`config.mk`:
```
export PLATFORM = sky130hd
export DESIGN_NAME = crca_nrzi_rx_flat
export DESIGN_NICKNAME = d
export VERILOG_FILES = /design/src/rtl/crca_nrzi_rx_if.sv /design/src/rtl/crca_nrzi_rx.sv /design/src/flat_wrapper.sv
export SDC_FILE = /design/constraint.sdc
export NUM_CORES = 1
export LEC_CHECK = 0
export CAP_MARGIN = 0
export CELL_PAD_IN_SITES_DETAIL_PLACEMENT = 0
export CELL_PAD_IN_SITES_GLOBAL_PLACEMENT = 1
export CORE_ASPECT_RATIO = 0.7
export CORE_MARGIN = 4
export CORE_UTILIZATION = 46
export CTS_BUF_LIST = sky130_fd_sc_hd__clkbuf_2
export CTS_CLUSTER_SIZE = 24
export DETAILED_ROUTE_END_ITERATION = 10
export PLACE_DENSITY_LB_ADDON = 0.08
export SETUP_SLACK_MARGIN = 0.15
export SYNTH_ARGS = -nofsm -noshare
export SYNTH_HDL_FRONTEND = slang
export SYNTH_SLANG_ARGS = --single-unit
```
`constraint.sdc`:
```
create_clock -name clk_i -period 3.9 [get_ports clk_i]
set_clock_uncertainty 0.05 [all_clocks]
set_input_delay 0.39 -clock clk_i [delete_from_list [all_inputs] [get_ports clk_i]]
set_output_delay 0.39 -clock clk_i [all_outputs]
set_load 0.02 [all_outputs]
```
`src/rtl/crca_nrzi_rx_if.sv`:
```
// Serial CRC-A receiver bus: NRZI line input side and decoded payload/status side.
interface crca_nrzi_rx_if #(
  parameter int unsigned DATA_BITS = 32
);
  logic                 enable_i;
  logic                 line_i;
  logic                 bit_valid_i;
  logic                 data_o;
  logic                 data_valid_o;
  logic [DATA_BITS-1:0] rx_data_o;
  logic [15:0]          rx_crc_o;
  logic                 busy_o;
  logic                 done_o;
  logic                 crc_ok_o;
  logic                 crc_err_o;

  modport master (
    output enable_i, line_i, bit_valid_i,
    input  data_o, data_valid_o, rx_data_o, rx_crc_o, busy_o, done_o, crc_ok_o, crc_err_o
  );

  modport slave (
    input  enable_i, line_i, bit_valid_i,
    output data_o, data_valid_o, rx_data_o, rx_crc_o, busy_o, done_o, crc_ok_o, crc_err_o
  );
endinterface

```
`src/rtl/crca_nrzi_rx.sv`:
```
// NRZI-decoding CRC-A frame receiver: fixed-length payload followed by a 16-bit CRC,
// checked by running every bit through the x^16+x^12+x^5+1 LFSR and testing for zero residue.
module crca_nrzi_rx #(
  parameter int unsigned DATA_BITS = 32
) (
  input  logic           clk_i,
  input  logic           resetn_i,
  crca_nrzi_rx_if.slave  bus
);

  localparam int unsigned CNT_W    = ($clog2(DATA_BITS) < 4) ? 4 : $clog2(DATA_BITS);
  localparam logic [15:0] CRC_INIT = 16'hC6C6;
  localparam logic [15:0] CRC_POLY = 16'h1021;

  typedef enum logic [1:0] {
    IDLE,
    PAYLOAD,
    CRC,
    DONE
  } state_t;

  state_t               state_q, state_d;
  logic [15:0]          r_q, r_d;
  logic                 prev_q, prev_d;
  logic [CNT_W-1:0]     cnt_q, cnt_d;
  logic                 data_q, data_d;
  logic                 dv_q, dv_d;
  logic [DATA_BITS-1:0] rxd_q, rxd_d;
  logic [15:0]          rxc_q, rxc_d;
  logic                 busy_q, busy_d;
  logic                 done_q, done_d;
  logic                 ok_q, ok_d;
  logic                 err_q, err_d;

  logic                 dec_bit_c;
  logic                 fb_c;
  logic [15:0]          r_step_c;

  // NRZI decode of the current sample and the LFSR advanced by that bit
  assign dec_bit_c = bus.line_i ^ prev_q;
  assign fb_c      = r_q[15] ^ dec_bit_c;
  assign r_step_c  = {r_q[14:0], 1'b0} ^ (fb_c ? CRC_POLY : 16'h0000);

  // State register
  always_ff @(posedge clk_i or negedge resetn_i) begin
    if (!resetn_i) state_q <= IDLE;
    else           state_q <= state_d;
  end

  // Next-state and next-register logic
  always_comb begin
    state_d = state_q;
    r_d     = r_q;
    prev_d  = prev_q;
    cnt_d   = cnt_q;
    data_d  = data_q;
    dv_d    = 1'b0;
    rxd_d   = rxd_q;
    rxc_d   = rxc_q;
    ok_d    = ok_q;
    err_d   = err_q;

    unique case (state_q)
      IDLE: begin
        if (bus.enable_i) begin
          r_d     = CRC_INIT;
          prev_d  = bus.line_i;
          cnt_d   = CNT_W'(DATA_BITS - 1);
          rxd_d   = '0;
          rxc_d   = '0;
          ok_d    = 1'b0;
          err_d   = 1'b0;
          state_d = PAYLOAD;
        end
      end
      PAYLOAD: begin
        if (bus.bit_valid_i) begin
          prev_d = bus.line_i;
          r_d    = r_step_c;
          rxd_d  = DATA_BITS'({rxd_q, dec_bit_c});
          data_d = dec_bit_c;
          dv_d   = 1'b1;
          if (cnt_q == '0) begin
            cnt_d   = CNT_W'(15);
            state_d = CRC;
          end else begin
            cnt_d = cnt_q - CNT_W'(1);
          end
        end
      end
      CRC: begin
        if (bus.bit_valid_i) begin
          prev_d = bus.line_i;
          r_d    = r_step_c;
          rxc_d  = {rxc_q[14:0], dec_bit_c};
          if (cnt_q == '0) state_d = DONE;
          else             cnt_d   = cnt_q - CNT_W'(1);
        end
      end
      DONE: begin
        ok_d    = (r_q == 16'h0000);
        err_d   = (r_q != 16'h0000);
        state_d = IDLE;
      end
      default: state_d = IDLE;
    endcase

    // Status flags follow the state being entered so they line up with it
    busy_d = (state_d == PAYLOAD) || (state_d == CRC);
    done_d = (state_d == DONE);
  end

  // Datapath and output registers
  always_ff @(posedge clk_i or negedge resetn_i) begin
    if (!resetn_i) begin
      r_q    <= CRC_INIT;
      prev_q <= 1'b0;
      cnt_q  <= '0;
      data_q <= 1'b0;
      dv_q   <= 1'b0;
      rxd_q  <= '0;
      rxc_q  <= '0;
      busy_q <= 1'b0;
      done_q <= 1'b0;
      ok_q   <= 1'b0;
      err_q  <= 1'b0;
    end else begin
      r_q    <= r_d;
      prev_q <= prev_d;
      cnt_q  <= cnt_d;
      data_q <= data_d;
      dv_q   <= dv_d;
      rxd_q  <= rxd_d;
      rxc_q  <= rxc_d;
      busy_q <= busy_d;
      done_q <= done_d;
      ok_q   <= ok_d;
      err_q  <= err_d;
    end
  end

  assign bus.data_o       = data_q;
  assign bus.data_valid_o = dv_q;
  assign bus.rx_data_o    = rxd_q;
  assign bus.rx_crc_o     = rxc_q;
  assign bus.busy_o       = busy_q;
  assign bus.done_o       = done_q;
  assign bus.crc_ok_o     = ok_q;
  assign bus.crc_err_o    = err_q;

endmodule
```
`src/flat_wrapper.sv`:
```
// flat-port wrapper written by rule: the top's interface ports become plain ports
module crca_nrzi_rx_flat 
#(
  parameter int unsigned DATA_BITS = 32
)
  (clk_i, resetn_i, bus_enable_i, bus_line_i, bus_bit_valid_i, bus_data_o, bus_data_valid_o, bus_rx_data_o, bus_rx_crc_o, bus_busy_o, bus_done_o, bus_crc_ok_o, bus_crc_err_o);
  crca_nrzi_rx_if #(.DATA_BITS(DATA_BITS)) bus_i ();
  input  logic clk_i;
  input  logic resetn_i;
  input wire logic [$bits(bus_i.enable_i)-1:0] bus_enable_i;
  input wire logic [$bits(bus_i.line_i)-1:0] bus_line_i;
  input wire logic [$bits(bus_i.bit_valid_i)-1:0] bus_bit_valid_i;
  output wire logic [$bits(bus_i.data_o)-1:0] bus_data_o;
  output wire logic [$bits(bus_i.data_valid_o)-1:0] bus_data_valid_o;
  output wire logic [$bits(bus_i.rx_data_o)-1:0] bus_rx_data_o;
  output wire logic [$bits(bus_i.rx_crc_o)-1:0] bus_rx_crc_o;
  output wire logic [$bits(bus_i.busy_o)-1:0] bus_busy_o;
  output wire logic [$bits(bus_i.done_o)-1:0] bus_done_o;
  output wire logic [$bits(bus_i.crc_ok_o)-1:0] bus_crc_ok_o;
  output wire logic [$bits(bus_i.crc_err_o)-1:0] bus_crc_err_o;
  assign bus_i.enable_i = bus_enable_i;
  assign bus_i.line_i = bus_line_i;
  assign bus_i.bit_valid_i = bus_bit_valid_i;
  assign bus_data_o = bus_i.data_o;
  assign bus_data_valid_o = bus_i.data_valid_o;
  assign bus_rx_data_o = bus_i.rx_data_o;
  assign bus_rx_crc_o = bus_i.rx_crc_o;
  assign bus_busy_o = bus_i.busy_o;
  assign bus_done_o = bus_i.done_o;
  assign bus_crc_ok_o = bus_i.crc_ok_o;
  assign bus_crc_err_o = bus_i.crc_err_o;
  crca_nrzi_rx #(.DATA_BITS(DATA_BITS)) u_core (.clk_i(clk_i), .resetn_i(resetn_i), .bus(bus_i));
endmodule
```
==> results of run 1 <==
==> metal layers <==
layer	part of all wire (%)	up-vias	GRT usage, %
met4	1.8	0	6.849
met2	42	53	24.00
li1	-	1157	-
met3	5.6	12	6.174
met5	0	-	0
met1	51	1171	26.50
==> metrics by stage <==
step / utilization [%] / cell area [um^2] / setup slack, ps / power (mW)
floorplan: - / 3311 / 1892 / 1.712
global placement: 57.20 / 3936 / 1354 / 1.921
detailed placement: 57.20 / 3936 / 1293 / 1.939
CTS: 58.67 / 4038 / 1286 / 2.319
global route: 58.67 / 4038 / 1072 / 2.469
finish: 58.67 / 4038 / 1266 / 2.292
==> worst max-delay path: stages (launching register included) <==
cell,delay [ps]
dfrtp_1,420
inv_1,90
ha_1,590
and2b_1,320
nor3_4,540
buf_4,300
nor2_1,60
a31o_2,200
==> state kept, by name (all words and copies together), names as in the netlist <==
signal / flops
u_core.bus.data_valid_o: 1
u_core.bus.rx_crc_o: 16
u_core.r_q: 16
u_core.bus.crc_ok_o: 1
u_core.bus.busy_o: 1
u_core.bus.done_o: 1
u_core.prev_q: 1
u_core.state_q: 2
u_core.bus.crc_err_o: 1
u_core.bus.rx_data_o: 32
u_core.bus.data_o: 1
u_core.cnt_q: 5
==> kinds of logic after synthesis <==
group                    share of synthesized area (%)
XOR/XNOR                                         1.058
buffers and inverters                            4.724
AO/OA/AOI/OAI                                    18.25
flip-flops                                       59.26
adder cells (fa/ha/maj)                          2.268
multiplexers                                    0.6425
AND/OR/NAND/NOR                                  13.79
==> power groups by stage <==
stage,logic [mW],registers [mW],clock network [mW]
after floorplan,0.607,1.11,0
after global placement,0.825,1.10,0
after detailed placement,0.837,1.10,0
after CTS,0.843,1.09,0.392
after global routing,0.939,1.11,0.424
final,0.835,1.08,0.372
==> cell type report <==
| class | instances | area (um^2) |
|---|---|---|
| Fill cell | 624 | 2844 |
| Sequential cell | 78 | 1962 |
| Multi-Input combinational cell | 182 | 1192 |
| Timing Repair Buffer | 62 | 610.6 |
| Tap cell | 94 | 117.6 |
| Inverter | 17 | 63.81 |
| Clock buffer | 11 | 55.05 |
| Clock inverter | 5 | 36.28 |
==> Yosys cell counts, types with 2 or more instances <==
cell type | number | share of area (%)
a21boi_0 | 3 | 0.68
a21oi_1 | 2 | 0.30
a22o_1 | 33 | 8.7
a31o_2 | 2 | 0.53
a31oi_1 | 8 | 1.5
and2_0 | 2 | 0.38
and2b_1 | 2 | 0.45
buf_2 | 11 | 1.7
buf_4 | 2 | 0.45
clkbuf_1 | 6 | 0.68
dfrtp_1 | 70 | 53
dfstp_2 | 8 | 6.3
ha_1 | 6 | 2.3
inv_1 | 17 | 1.9
nand2_1 | 35 | 4.0
nand2b_1 | 3 | 0.57
nand3_1 | 23 | 3.5
nor2_1 | 12 | 1.4
nor2b_1 | 2 | 0.38
nor3_1 | 2 | 0.30
nor4_1 | 5 | 0.94
o211ai_1 | 3 | 0.68
o21a_1 | 2 | 0.45
o21ai_0 | 14 | 2.1
o21ai_1 | 2 | 0.30
xnor2_1 | 4 | 1.1
==> final timing paths <==
check | cells past startpoint | slack, ps | start | end
max in group asynchronous | 2 | 2690 | resetn_i | u_core.bus.rx_crc_o[11]
hold reg to reg | 2 | 450 | u_core.r_q[9] | u_core.r_q[10]
min in group asynchronous | 2 | 470 | resetn_i | u_core.cnt_q[3]
setup reg to reg | 7 | 1270 | u_core.state_q[0] | u_core.r_q[5]
hold / removal | 2 | 450 | u_core.r_q[9] | u_core.r_q[10]
setup / recovery | 7 | 1270 | u_core.state_q[0] | u_core.r_q[5]
==> repair_timing <==
action / CTS / global route
buffers inserted: 0 / 0
endpoints found under the setup margin: 0 / 0
endpoints found under the hold margin: 70 / 0
hold buffers: 1 / 0
==> cells in the final DEF, fill, tap and decap left out, drive strengths merged, types with 2 or more instances in the layout <==
cell            n
dfrtp          70
clkdlybuf4s50  57
nand2          35
a22o           33
nand3          23
inv            18
o21ai          16
nor2           12
clkbuf         11
a31oi           8
dfstp           8
ha              6
nor4            5
xnor2           4
buf             4
o211ai          4
nand2b          3
a21boi          3
clkinvlp        3
nor3            3
and2            2
and2b           2
a31o            2
a21oi           2
nor2b           2
o21a            2
nor3b           2
==> impl_results.md, run 1 <==
- Seq/Total Area, Yosys: 59.26%
- Sum Neg Setup Slack: 0 ps
- Peak VDD IR: 0.0002679 V
- Placeable Area: 0.006882 mm^2
- CTS tree: done
- PortBufs: 58
- Placed insts: 432
- Die ar.: 0.008640 mm^2
- DR WL/cell: 15.47 um
- Rel. slew slack: 35.52%
- Total GRT Usage: 17.92%
- Std-Cell Rows: 25
- ANT cells: 0
- Net Sw Frac: 39.87%
- CTS root buf: clkbuf_2
- Worst Setup End Kind: flip-flop
- Synthesis-to-finish area growth: 21.96%
- DIE HEIGHT: 78.98 um
- Routed WL: 6946 um
- Vias in the first global route: 2,361
- Power Density: 567.6 mW/mm^2
- Psw: 0.9136 mW
- Leak: 1.837 nW
- Post-cts resize count: 0
- Mean Syn Cell Area: 11.18 um^2
- Num Clock Sinks: 78
- Fin crit share: 67.53%
- DR pass1 iterations: 4
- CTS HTree Levels: 3
- Min-delay worst type: flip-flop to flip-flop
- Fin. Hold Viols: 0
- First-pass GRT wire length: 11,960 um
- Tmin final: 2634 ps
- Seq cells post-synth: 78
- Status: finished clean
- Synth Instances: 296
- RSZ-0062 raised after global routing: no
- Max cap viols: 0
- Critical Path AT: 3020 ps
- Largest net degree at the start of global routing: 79
- P_int: 1.378 mW
- Yosys warns: 0
- Worst-path clk slew: 200 ps
- Ys async rst share: 100.0%
- Number of remaining DRC errors: 0
- Final ANT Viol Nets: 0
- Initial Utilization: 48.11%
- Die X: 109.4 um
- Final setup fails: 0
- WS Path Type: flip-flop to flip-flop
- Routability cong.: 0.8067
- Boundary Pins: 59
- Max Freq: 379.7 MHz
- Worst-Skew Late Latency: 540 ps
- Post-synthesis cell area: 0.003311 mm^2
- Crit path max fanout: 22
- EDFF count, synth: 0
- Worst hold slack: 453.2 ps
- Syn Nets: 307
- Share of cells above drive strength 1: 10.70%
- Register share of total power: 47.3%
- Final HPWL DP: 4595 um
- Final Max Slew Viols: 0
- Synth unique cells: 43
- Worst slew pin tran: 967.3 ps
- Clock Power Share: 16.2%
- Num CTS Buffers: 9
- Non-Filler Instances: 449
- Final net count: 361
- Startpoint types: flip-flop
- Main synth FF type: dfrtp_1
- Routed vias: 2,393
- Grt ovf: 0
- Crit path required time: 4290 ps
- CTS max path bufs: 2
- DRT iter0 DRCs: 147
- Comb pwr share: 36.4%
- Vias/cell: 5.330
- Antenna violations before repair: 0
(Power assumes the default switching activity.)
==> run 2: changes to the inputs <==
- CORE_UTILIZATION: 46 -> 43
- clock period: 3.9 -> 2.55 ns (I/O delays scaled with it)
==> run 2 against run 1 <==
Net effect: routed wire length is 0.12% higher; largest cell class unchanged; hold slack worse by 120 ps; non-clock buffer count is 4 higher; critical path depth stayed put; global-route usage is 1.9 points lower; register-to-register slack worse by 960 ps; combinational power is 57% higher.
==> impl_results.md, run 2 (same netlist as run 1, synthesis figures left out) <==
- Status: finished clean
- Fin crit share: 88.12% (+21 points)
- Final HPWL DP: 4587 um (-0.19%)
- Commonest cells after routing, fill and taps aside: dfrtp_1 (70), clkdlybuf4s50_1 (57), nand2_1 (35), a22o_1 (33), nand3_1 (23)
- Worst path bufs/invs: 1 (-1)
- Die ar.: 0.009190 mm^2 (+6.4%)
- Routed WL: 6954 um (+0.12%)
- Total GRT Usage: 16.07% (-1.9 points)
- Leak: 1.860 nW (+1.2%)
- DRT iter0 DRCs: 98 (-33%)
- Routed vias: 2,400 (+0.29%)
- Largest net degree at the start of global routing: 79 (unchanged)
- Final setup fails: 0 (unchanged)
- WS Path Type: flip-flop to flip-flop
- DIE HEIGHT: 81.42 um (+3.1%)
- Sum Neg Setup Slack: 0 ps (unchanged)
- Critical Path AT: 2640 ps (-380 ps)
- DR pass1 iterations: 4 (unchanged)
- Power Density: 865.5 mW/mm^2 (+52%)
- Post-cts resize count: 0 (unchanged)
- Worst hold slack: 333.6 ps (-119.6 ps)
- Antenna violations before repair: 0 (unchanged)
- Startpoint types: flip-flop
- Share of cells above drive strength 1: 11.70% (+0.99 points)
- CTS HTree Levels: 3 (unchanged)
- Num Clock Sinks: 78 (unchanged)
- Synthesis-to-finish area growth: 22.94%
- Number of remaining DRC errors: 0 (unchanged)
- Placeable Area: 0.007385 mm^2 (+7.3%)
- Crit path required time: 2940 ps (-1350 ps)
- Post CTS Setup Buffer Count: 0 (unchanged)
- Min-delay worst type: input pin to async pin
- Worst-path clk slew: 210 ps (about the same)
- First-pass GRT wire length: 11,650 um (-2.6%)
- Worst-Skew Late Latency: 530 ps (about the same)
- Slowest CP cell: or3b_2
- CTS root buf: clkbuf_2
- DR WL/cell: 15.22 um (-1.6%)
- Max Freq: 445.0 MHz (+17%)
- CTS max path bufs: 2 (unchanged)
- Vias in the first global route: 2,266 (-4.0%)
- Initial Utilization: 44.83% (-3.3 points)
- Boundary Pins: 59 (unchanged)
- Max cap viols: 0 (unchanged)
- Top cell by count, worst path: ha_1
- PortBufs: 58 (unchanged)
- Largest delay share family, worst path: simple AND/OR/NAND/NOR gates
- Worst Setup End Kind: flip-flop
- Tmin final: 2247 ps (-386.8 ps)
- Routability cong.: 0.7922 (-1.8%)
- Grt ovf: 0 (unchanged)
- Rel. slew slack: 36.09% (+0.57 points)
- Hold_buf cts: 1 (unchanged)
- Fin. Hold Viols: 0 (unchanged)
- Num CTS Buffers: 9 (unchanged)
- Max FFs per register: 32 (unchanged)
- Commonest non-fill, non-tap cell in the layout: dfrtp_1
- Die X: 112.9 um (+3.2%)
- Final net count: 365 (+1.1%)
- Crit-path cells: inv_1 > ha_1 > or3b_2 > nor3b_2 > o21ai_0 > a21boi_0 > ha_1
- CP peak stage delay: 500 ps (-90 ps)
- Final ANT Viol Nets: 0 (unchanged)
- CTS tree: done
- ANT cells: 0 (unchanged)
- Std-Cell Rows: 26 (+4.0%)
- Vias/cell: 5.252 (-1.5%)
- Peak VDD IR: 0.0004876 V (+82%)
- Final Max Slew Viols: 0 (unchanged)
- RSZ-0062 raised after global routing: no
- Worst slew pin tran: 958.7 ps (-8.567 ps)
- Crit path max fanout: 5 (-77%)
## run 2: cell count changes in the layout (fill, tap and decap cells not counted)
cell	previous run	this run
buf_4	4	8
clkbuf_2	11	10
clkinv_2	1	3
clkinv_4	0	1
clkinvlp_4	3	2
inv_6	1	0
## run 2: cell type report
cell class	count	area [um^2]
Clock inverter	6	38.79
Multi-Input combinational cell	182	1192
Timing Repair Buffer	66	640.6
Clock buffer	10	50.05
Inverter	17	63.81
Fill cell	701	3314
Tap cell	98	122.6
Sequential cell	78	1962
## run 2: metal layers
layer  track usage (%)  wire [um]
met1             22.63       3522
met2             23.52       2990
met3             4.639        341
met4             6.483        100
met5                 0          0
## run 2: final timing paths
| check | to | depth (start not counted) | start | slack, ps |
|---|---|---|---|---|
| max | u_core.bus.busy_o | 7 | u_core.cnt_q[0] | 300 |
| min reg2reg | u_core.bus.rx_crc_o[15] | 2 | u_core.bus.rx_crc_o[15] | 440 |
| min in group clk_i | u_core.prev_q | 2 | bus_line_i | 350 |
| max in group asynchronous | u_core.bus.rx_data_o[31] | 2 | resetn_i | 1500 |
| max reg2reg | u_core.bus.busy_o | 7 | u_core.cnt_q[0] | 300 |
| min | u_core.bus.rx_crc_o[1] | 2 | resetn_i | 330 |
## run 2: stage by stage
stage          instances  total power, mW  setup WS, ps  area (um^2)  utilization [%]
2_1_floorplan        296            2.619         542.4         3311                -
3_3_place_gp         440            2.967         411.1         3971            53.78
3_5_place_dp         440            2.992         333.6         3971            53.78
4_1_cts              457            3.560         309.5         4070            55.12
5_1_grt              457            3.786         170.6         4070            55.12
6_report             457            3.523         303.0         4070            55.12
## run 2: worst reg2reg max path, stage by stage (launching register included)
cell,delay (ps)
dfrtp_1,470
inv_1,70
ha_1,200
or3b_2,500
nor3b_2,220
o21ai_0,100
a21boi_0,270
ha_1,280
## run 2: power by group
part / switching [mW] / total (mW) / internal [mW]
Clock: 0.433 / 0.561 / 0.128
Sequential: 0.164 / 1.65 / 1.49
Combinational: 0.804 / 1.31 / 0.506
